===== config.mk =====
export PLATFORM = sky130hd
export DESIGN_NAME = difftest_step_gate
export DESIGN_NICKNAME = d
export VERILOG_FILES = /design/src/rtl/difftest_step_pkg.sv /design/src/rtl/difftest_step_fifo.sv /design/src/rtl/difftest_step_gate.sv
export SDC_FILE = /design/constraint.sdc
export NUM_CORES = 1
export LEC_CHECK = 0
export CAP_MARGIN = 20
export CELL_PAD_IN_SITES_DETAIL_PLACEMENT = 0
export CELL_PAD_IN_SITES_GLOBAL_PLACEMENT = 1
export CORE_UTILIZATION = 59
export DETAILED_ROUTE_END_ITERATION = 7
export PLACE_DENSITY_LB_ADDON = 0.25
export RECOVER_POWER = 100
export SLEW_MARGIN = 20
export SYNTH_ARGS = -nofsm -noshare
export SYNTH_HDL_FRONTEND = slang
export SYNTH_SLANG_ARGS = --single-unit

===== constraint.sdc =====
create_clock -name clock -period 7.7 [get_ports clock]
set_input_delay 1.155 -clock clock [delete_from_list [all_inputs] [get_ports clock]]
set_output_delay 1.155 -clock clock [all_outputs]
set_load 0.02 [all_outputs]

===== src/rtl/difftest_step_pkg.sv =====
// Shared types and widths for the difftest step gate.
// The queue entry pairs the cycle timestamp with the commit-step count.
package difftest_step_pkg;

    localparam int STEP_WIDTH_DEF = 8;
    localparam int CYC_WIDTH_DEF  = 32;
    localparam int DEPTH_DEF      = 16;

    typedef struct packed {
        logic [CYC_WIDTH_DEF-1:0]  cycle;
        logic [STEP_WIDTH_DEF-1:0] step;
    } step_entry_t;

    // One extra bit so the counter can represent a completely drained queue.
    function automatic int outstanding_width(input int depth);
        return $clog2(depth) + 1;
    endfunction

    localparam int OUTSTANDING_WIDTH_DEF = outstanding_width(DEPTH_DEF);

endpackage


===== src/rtl/difftest_step_fifo.sv =====
// Synchronous FIFO of step entries; a write is visible at the head one cycle later.
// Pointers carry a wrap bit so full/empty come from a plain pointer compare.
module difftest_step_fifo
    import difftest_step_pkg::*;
#(
    parameter int DEPTH = DEPTH_DEF
) (
    input  logic        clock,
    input  logic        reset,
    input  logic        push,
    input  step_entry_t push_entry,
    input  logic        pop,
    output logic        full,
    output logic        empty,
    output step_entry_t head
);

    localparam int AW = $clog2(DEPTH);

    logic [AW:0] wr_ptr;
    logic [AW:0] rd_ptr;
    step_entry_t mem [DEPTH];

    always_ff @(posedge clock) begin
        if (!reset) begin
            wr_ptr <= '0;
            rd_ptr <= '0;
        end else begin
            if (push) wr_ptr <= wr_ptr + 1'b1;
            if (pop)  rd_ptr <= rd_ptr + 1'b1;
        end
    end

    always_ff @(posedge clock) begin
        if (push) mem[wr_ptr[AW-1:0]] <= push_entry;
    end

    assign empty = (wr_ptr == rd_ptr);
    assign full  = (wr_ptr[AW] != rd_ptr[AW]) && (wr_ptr[AW-1:0] == rd_ptr[AW-1:0]);
    assign head  = mem[rd_ptr[AW-1:0]];

endmodule


===== src/rtl/difftest_step_gate.sv =====
// Queues timestamped non-zero commit steps for a host checker and tracks its answers.
// Raises a sticky failure on a failed check, a lost step or a response with nothing outstanding.
module difftest_step_gate
    import difftest_step_pkg::*;
#(
    parameter int STEP_WIDTH = STEP_WIDTH_DEF,
    parameter int DEPTH      = DEPTH_DEF,
    parameter int CYC_WIDTH  = CYC_WIDTH_DEF
) (
    input  logic                    clock,
    input  logic                    reset,
    input  logic [STEP_WIDTH-1:0]   step,
    output logic                    out_valid,
    input  logic                    out_ready,
    output logic [STEP_WIDTH-1:0]   out_step,
    output logic [CYC_WIDTH-1:0]    out_cycle,
    input  logic                    resp_valid,
    input  logic                    resp_fail,
    output logic                    simv_result,
    output logic                    overflow,
    output logic [$clog2(DEPTH):0]  outstanding
);

    localparam int OW = outstanding_width(DEPTH);
    localparam logic [OW-1:0] OUT_MAX = '1;

    logic [CYC_WIDTH-1:0] cycle_cnt;
    logic                 fifo_full;
    logic                 fifo_empty;
    step_entry_t          head;
    step_entry_t          push_entry;
    logic                 step_vld;
    logic                 pop;
    logic                 push;
    logic                 drop;
    logic                 resp_err;
    logic [OW-1:0]        outstanding_nxt;

    assign step_vld = (step != '0);
    assign pop      = out_valid && out_ready;
    // A full queue still accepts a step when the head leaves in the same cycle.
    assign push     = step_vld && (!fifo_full || pop);
    assign drop     = step_vld && fifo_full && !pop;

    assign push_entry.cycle = cycle_cnt;
    assign push_entry.step  = step;

    difftest_step_fifo #(
        .DEPTH (DEPTH)
    ) u_fifo (
        .clock      (clock),
        .reset      (reset),
        .push       (push),
        .push_entry (push_entry),
        .pop        (pop),
        .full       (fifo_full),
        .empty      (fifo_empty),
        .head       (head)
    );

    assign out_valid = !fifo_empty;
    assign out_step  = out_valid ? head.step  : '0;
    assign out_cycle = out_valid ? head.cycle : '0;

    always_comb begin
        outstanding_nxt = outstanding;
        resp_err        = 1'b0;
        if (pop && !resp_valid) begin
            // Saturate rather than wrap if the host stops answering.
            if (outstanding != OUT_MAX) outstanding_nxt = outstanding + 1'b1;
        end else if (!pop && resp_valid) begin
            if (outstanding == '0) resp_err = 1'b1;
            else                   outstanding_nxt = outstanding - 1'b1;
        end
    end

    always_ff @(posedge clock) begin
        if (!reset) begin
            cycle_cnt   <= '0;
            outstanding <= '0;
            overflow    <= 1'b0;
            simv_result <= 1'b0;
        end else begin
            cycle_cnt   <= cycle_cnt + 1'b1;
            outstanding <= outstanding_nxt;
            if (drop) overflow <= 1'b1;
            if (drop || resp_err || (resp_valid && resp_fail)) simv_result <= 1'b1;
        end
    end

endmodule


==> results.py <==
metrics = {
    "timing": {
        "tns_ns": 0,
        "layout_worst_path_cycle_share_pct": 84.64,
        "rsz0062_at_grt": "no",
        "fin_ws_ns": 1.182,
        "slew_headroom_pct": -129.0,
        "timing.final.max_slew_violations": 673,
        "finalClockSkew_ns": 0.02554,
        "timing.final.crit_period_ns": 6.518,
        "max_freq_ghz": 0.1534,
        "worstMarginPinSlew_ns": 3.435,
        "setup-violations-final": 0,
        "hold_viol": 0,
    },
    "yosys": {
        "synth_sequential_area_ratio_pct": 76.30,
        "post_synth.cell_area_avg_um2": 20.52,
        "synth_flop_cell": "edfxtp_1",
        "ys_ff_latch": 693,
        "synth.lib_cells_used.distinct": 41,
        "ys_async_sr_fraction_pct": 0,
        "ys.warnings.count": 0,
        "synth_top_cell_area_share_pct": 72.31,
        "syn-num-nets": 1319,
        "synth.top_cells.by_area": "edfxtp_1 72%, mux4_2 14%, dfxtp_1 4.0%",
        "synth_enable_flop_cells": 640,
        "netlist.top_cell.by_area": "edfxtp_1",
        "synthesis.instances": 1295,
        "synth_area_um2": 26580,
    },
    "grt": {
        "antenna_violations_before_repair": 0,
        "maximum_number_of_pins_on_one_net_before_global_route_repair": 64,
        "grt-ovfl-total": 0,
        "global_route_wire_length_before_repair_mm": 85.08,
        "grtUsageTotal_pct": 25.39,
        "number_of_global_route_vias_before_repair": 13330,
    },
    "clock_tree": {
        "tritoncts_clock_tree": "built",
        "cts_made_buffers": 67,
        "insertion_delay_ns": 0.60,
        "cts-resized-gates": 0,
        "cts.sink_count": 693,
        "cts_hold_repair.buffers": 0,
        "cts-root-to-sink-buffers": 3,
        "post_cts_buffers": 0,
        "clock_tree.root_cell": "clkbuf_16",
        "clkSlewWorstSetupHoldPaths_ns": 0.06,
        "clock_tree.htree_level_count": 3,
    },
    "place": {
        "dpl.hpwl_mm": 28.34,
        "post_placement_setup_slack_ns": 2.819,
        "gpl.final_weighted_congestion": 0.7462,
        "placed_cells_incl_taps": 1900,
        "port_buffers": 60,
        "dpl_cell_area_um2": 27850,
    },
    "cells_and_area": {
        "area_taken_by_flip_flops_and_latches_um2": 20290,
        "layout.filler_cells": 2840,
        "area_growth_pct": 12.18,
        "antennaDiodeCount": 0,
        "final_net_count": 1401,
        "final_standard_cell_utilization_of_the_core_pct": 67.28,
        "layout.cells.non_filler": 2016,
        "multi_input_area_um2": 5953,
        "final_cell_mix": "640 x edfxtp_1, 160 x mux4_2, 80 x o22ai_1",
        "fin_area_um2": 29810,
        "drive_gt1_share_pct": 19.73,
        "layout.cells.most_common": "edfxtp_1",
    },
    "detailed_routing": {
        "drt_pre_antenna_iters": 5,
        "routed_vias": 13140,
        "detail_route.drc_violations": 0,
        "routed_wire_length_per_instance_um": 28.08,
        "total_length_of_routed_wires_mm": 56.61,
        "antenna_violating_nets_post_route": 0,
        "vias_per_cell": 6.516,
        "initialDrtViolationCount": 1397,
    },
    "floorplan": {
        "row_count": 77,
        "io_pins": 61,
        "initial_utilization_pct": 59.97,
        "die_w_um": 214.2,
        "die_height_um": 214.2,
        "core-area_um2": 44320,
        "design.die.area_um2": 45900,
    },
    "worst_setup_path": {
        "cp_num_buf_inv": 2,
        "critical_path_data_arrival_time_ns": 5.36,
        "critPathKind": "reg -> out",
        "cpLargestDelayFamily": "buffers and inverters",
        "required_ns": 6.55,
        "cp-start-kind": "flop",
        "crit_slowest_cell": "clkbuf_1",
        "timing.critical_path.to_type": "output pin",
        "critical_path.max_stage_delay_ns": 2.26,
        "crit_path_cell_trace": "xor2_1, nor4_4, and2_2, clkbuf_1, nor3_1, dlygate4sd3_1",
        "cp_max_fanout": 41,
    },
    "run": {
        "maxCapViolations": 19,
    },
    "outcome": {
        "status": "finished with violations",
        "failed_checks": "max-capacitance violations, max-slew violations",
    },
    "power": {
        "power.leakage_nw": 9.383,
        "vdd_ir_drop_max_v": 0.0002112,
        "cellPowerDensity_nw_per_um2": 283.2,
    },
    "worst_hold_path": {
        "hp-class": "reg -> reg",
    },
}
-- worst reg2reg max path: cells and delay by family (launching register included) --
kind | cells | cell delay, ns
xor+xnor | 1 | 0.26
flops | 1 | 0.48
buf+inv | 1 | 2.38
compound gates | 1 | 0.87
simple gates | 3 | 0.50
-- area by class of cell --
class                           instances  area share, %
Sequential cell                       693          68.06
Timing Repair Buffer                   88          2.484
Tap cell                              592          2.484
Inverter                                6        0.07554
Clock inverter                         24         0.5749
Multi-Input combinational cell        521          19.97
Clock buffer                           92          6.358
-- through the flow --
step           hold slack [ns]  power (mW)
2_1_floorplan           0.4552       5.023
3_3_place_gp            0.4585       5.419
3_5_place_dp            0.4594       5.434
4_1_cts                 0.4688       8.534
5_1_grt                 0.4893       8.701
6_report                0.4570       8.443
-- worst paths after layout --
kind,start,to,slack [ns],cells past startpoint
max reg2reg,u_fifo.wr_ptr[3]$_SDFFE_PN0P_,u_fifo.mem[3][7]$_DFFE_PP_,2.71,6
max,u_fifo.wr_ptr[1]$_SDFFE_PN0P_,out_cycle[5],1.18,6
min reg2reg,overflow$_SDFFE_PN0P_,overflow$_SDFFE_PN0P_,0.46,1
min,overflow$_SDFFE_PN0P_,overflow$_SDFFE_PN0P_,0.46,1
-- synth_stat cells (4+ instances only) --
master / count
o21ai_0: 6
and2_1: 40
and4_1: 6
clkbuf_1: 38
nand4_1: 16
buf_1: 6
nor2b_1: 5
o22ai_1: 80
buf_2: 30
edfxtp_1: 640
dfxtp_1: 53
xor2_1: 14
a21oi_1: 8
ha_1: 11
mux4_2: 160
nor3_1: 44
mux2i_1: 4
nor2_1: 11
xnor2_1: 29
nand2_1: 23
nand2b_1: 8
inv_1: 6
nand3_1: 13
and3_1: 22
-- sequential cells by signal, indices dropped and copies added (netlist names), named ones only --
| register | flops |
|---|---|
| u_fifo.wr_ptr | 5 |
| u_fifo.rd_ptr | 5 |
| simv_result | 1 |
| outstanding | 5 |
| u_fifo.mem | 640 |
| cycle_cnt | 32 |
| overflow | 1 |
-- cells by family (layout without fill, tap and decap cells) --
family	count (synthesis)	after routing	synth area share [%]
DFF	693	693	76.30
and+or+nand+nor	197	197	4.265
muxes	164	164	13.71
AOI/OAI and AO/OA	106	106	2.500
buffers and inverters	81	210	1.290
xor gates and xnor gates	43	43	1.417
adders and majority gates	11	11	0.5178
-- power by group --
group,leakage [nW],total (mW),internal [mW],switching [mW]
registers,6.24,4.26,4.18,0.0833
clock network,1.01,3.13,1.79,1.34
logic,2.13,1.05,0.469,0.586
-- per-layer routing --
metal  wire length [um]  track usage [%]
met1              23100            37.29
met2              27580            39.81
met3               4960            5.064
met4                971            6.429
met5                  0                0
Note: power is estimated with default switching activity, not from simulation.
==> patch, RTL diff (same flow settings) <==
`STEP_WIDTH_DEF`: 8 -> 9.
--- a/src/rtl/difftest_step_pkg.sv
+++ b/src/rtl/difftest_step_pkg.sv
@@ -3,5 +3,5 @@
 package difftest_step_pkg;
 
-    localparam int STEP_WIDTH_DEF = 8;
+    localparam int STEP_WIDTH_DEF = 9;
     localparam int CYC_WIDTH_DEF  = 32;
     localparam int DEPTH_DEF      = 16;
Interface: changed (resized out_step and step); port bits go from 61 to 63. The function was not compared with the original's and may differ.
==> patch against the unedited design <==
- final area grew 2.1%
- combinational power fell by 16%
- largest power group unchanged
- sequential power rose by 2%
- worst setup slack improved by 0.14 ns
- first-iteration DRC count grew 1.4%
- total power shrank 0.78%
- routed wire length up 0.85%
- sequential cell count grew 16
- the run still ends with capacitance limit, slew limit left
- count of clock-buffer cells in the layout increased by 5
- area after synthesis increased by 2.2%
- critical endpoint is now u_fifo.mem[6][20]$_DFFE_PP_
==> patch: results (changes against the unedited design) <==
The flow ran to the end, but the final reports show violations. The checks that failed: capacitance limit, slew limit. The complex-gate fraction of the synthesized area is 2.43% (-0.067 points). The run gives 28500 sq um (+2.2%) as the placed standard-cell area. The flip-flop count of the largest register after layout is 656 (+2.5%). The gate count of the mapped netlist is 1313 (+1.4%). The final weighted congestion in routability-driven placement was 0.744 (-0.25%); the switching component of the power was 1900 uW (-5.3%).

For the total half-perimeter wirelength after legalization and detailed placement, the log shows 30.2 mm (+6.5%). The initial antenna violation count is 1 (+1). The clock tree buffer count of the final layout is 97 (+5.4%), and the count of pins over their slew limit is 621 (-7.7%). The relative area of clock buffers and inverters in the final design was 6.85% (-0.079 points); the first-iteration detailed-routing DRC count was 1416 (+1.4%). The number of filler cells placed in the layout is 2949 (+3.8%), and the routing usage on met2 is 41.0% (+1.2 points). The per-cell via count in the routed design was 6.48 (-0.58%). Biggest cell delay along the critical path: 2.52 ns (+0.26 ns). The run gives -139% (-9.7 points) as the headroom to the max-slew limit. The run gives 20800 sq um (+2.4%) as the sequential standard cell area. The adder and majority cell fraction of the synthesized area came out at 0.507% (-0.011 points). The number of clock buffers inserted by TritonCTS is 70 (+4.5%). The worst supply voltage drop on vdd was 0.165 mV (-22%); the met3 track utilization from global routing was 4.24% (-0.83 points). The inverter count of the layout excluding clock inverters works out to 10 (+4). The xor and xnor area share after synthesis came out at 1.35% (-0.062 points). The number of global-route vias before repair is 13814 (+3.7%), and the worst clock skew on the final layout is 0.0196 ns (-0.00598 ns). The number of maximum-capacitance violations was 18 (-1). For the wire length reported by the detailed router, the log shows 57.1 mm (+0.85%).

The share of cell area taken by multi-input logic gates is 19.8% (-0.17 points), and the average size of a mapped cell is 20.7 sq um (+0.77%). For the final-stage net count, the log shows 1426 (+1.8%). Pre-CTS setup slack: 2.96 ns (+0.139 ns). The number of synthesized flops with an enable pin is 656 (+2.5%). The length of routed met3 wiring is 4.16 mm (-16%).

The share of synthesized area spent on multiplexers was 13.8% (+0.11 points). Ranked by total cell area, the synthesized netlist is headed by edfxtp_1, mux4_2, dfxtp_1. The final cell count without fillers was 2049 (+1.6%); the count of multi-input gates was 520 (-0.19%).

The data arrival time of the critical path was 6.48 ns (+1.12 ns).
==> patch: changes by cell type after synthesis, sizes merged, moves of 5 or more <==
cell	unedited run	this run
edfxtp	640	656
and2	40	28
nor3	44	50
buf	36	30
nor2	11	17
clkbuf	39	44
nand4	17	12
==> patch: worst paths after layout <==
check                                end  slack [ns]  cells past startpoint                     startpoint
max          u_fifo.mem[6][20]$_DFFE_PP_        1.33                      7                        step[2]
min                overflow$_SDFFE_PN0P_        0.47                      1          overflow$_SDFFE_PN0P_
max reg2reg  outstanding[1]$_SDFFE_PN0P_        2.32                     11  u_fifo.wr_ptr[3]$_SDFFE_PN0P_
min reg2reg        overflow$_SDFFE_PN0P_        0.47                      1          overflow$_SDFFE_PN0P_
==> patch: stage by stage <==
step                      total power [uW]  util (%)
after floorplan                       5010         -
after global placement                5340      62.7
after global routing                  8640      67.1
after CTS                             8470      67.3
final                                 8380      67.1
after detailed placement              5350      62.7
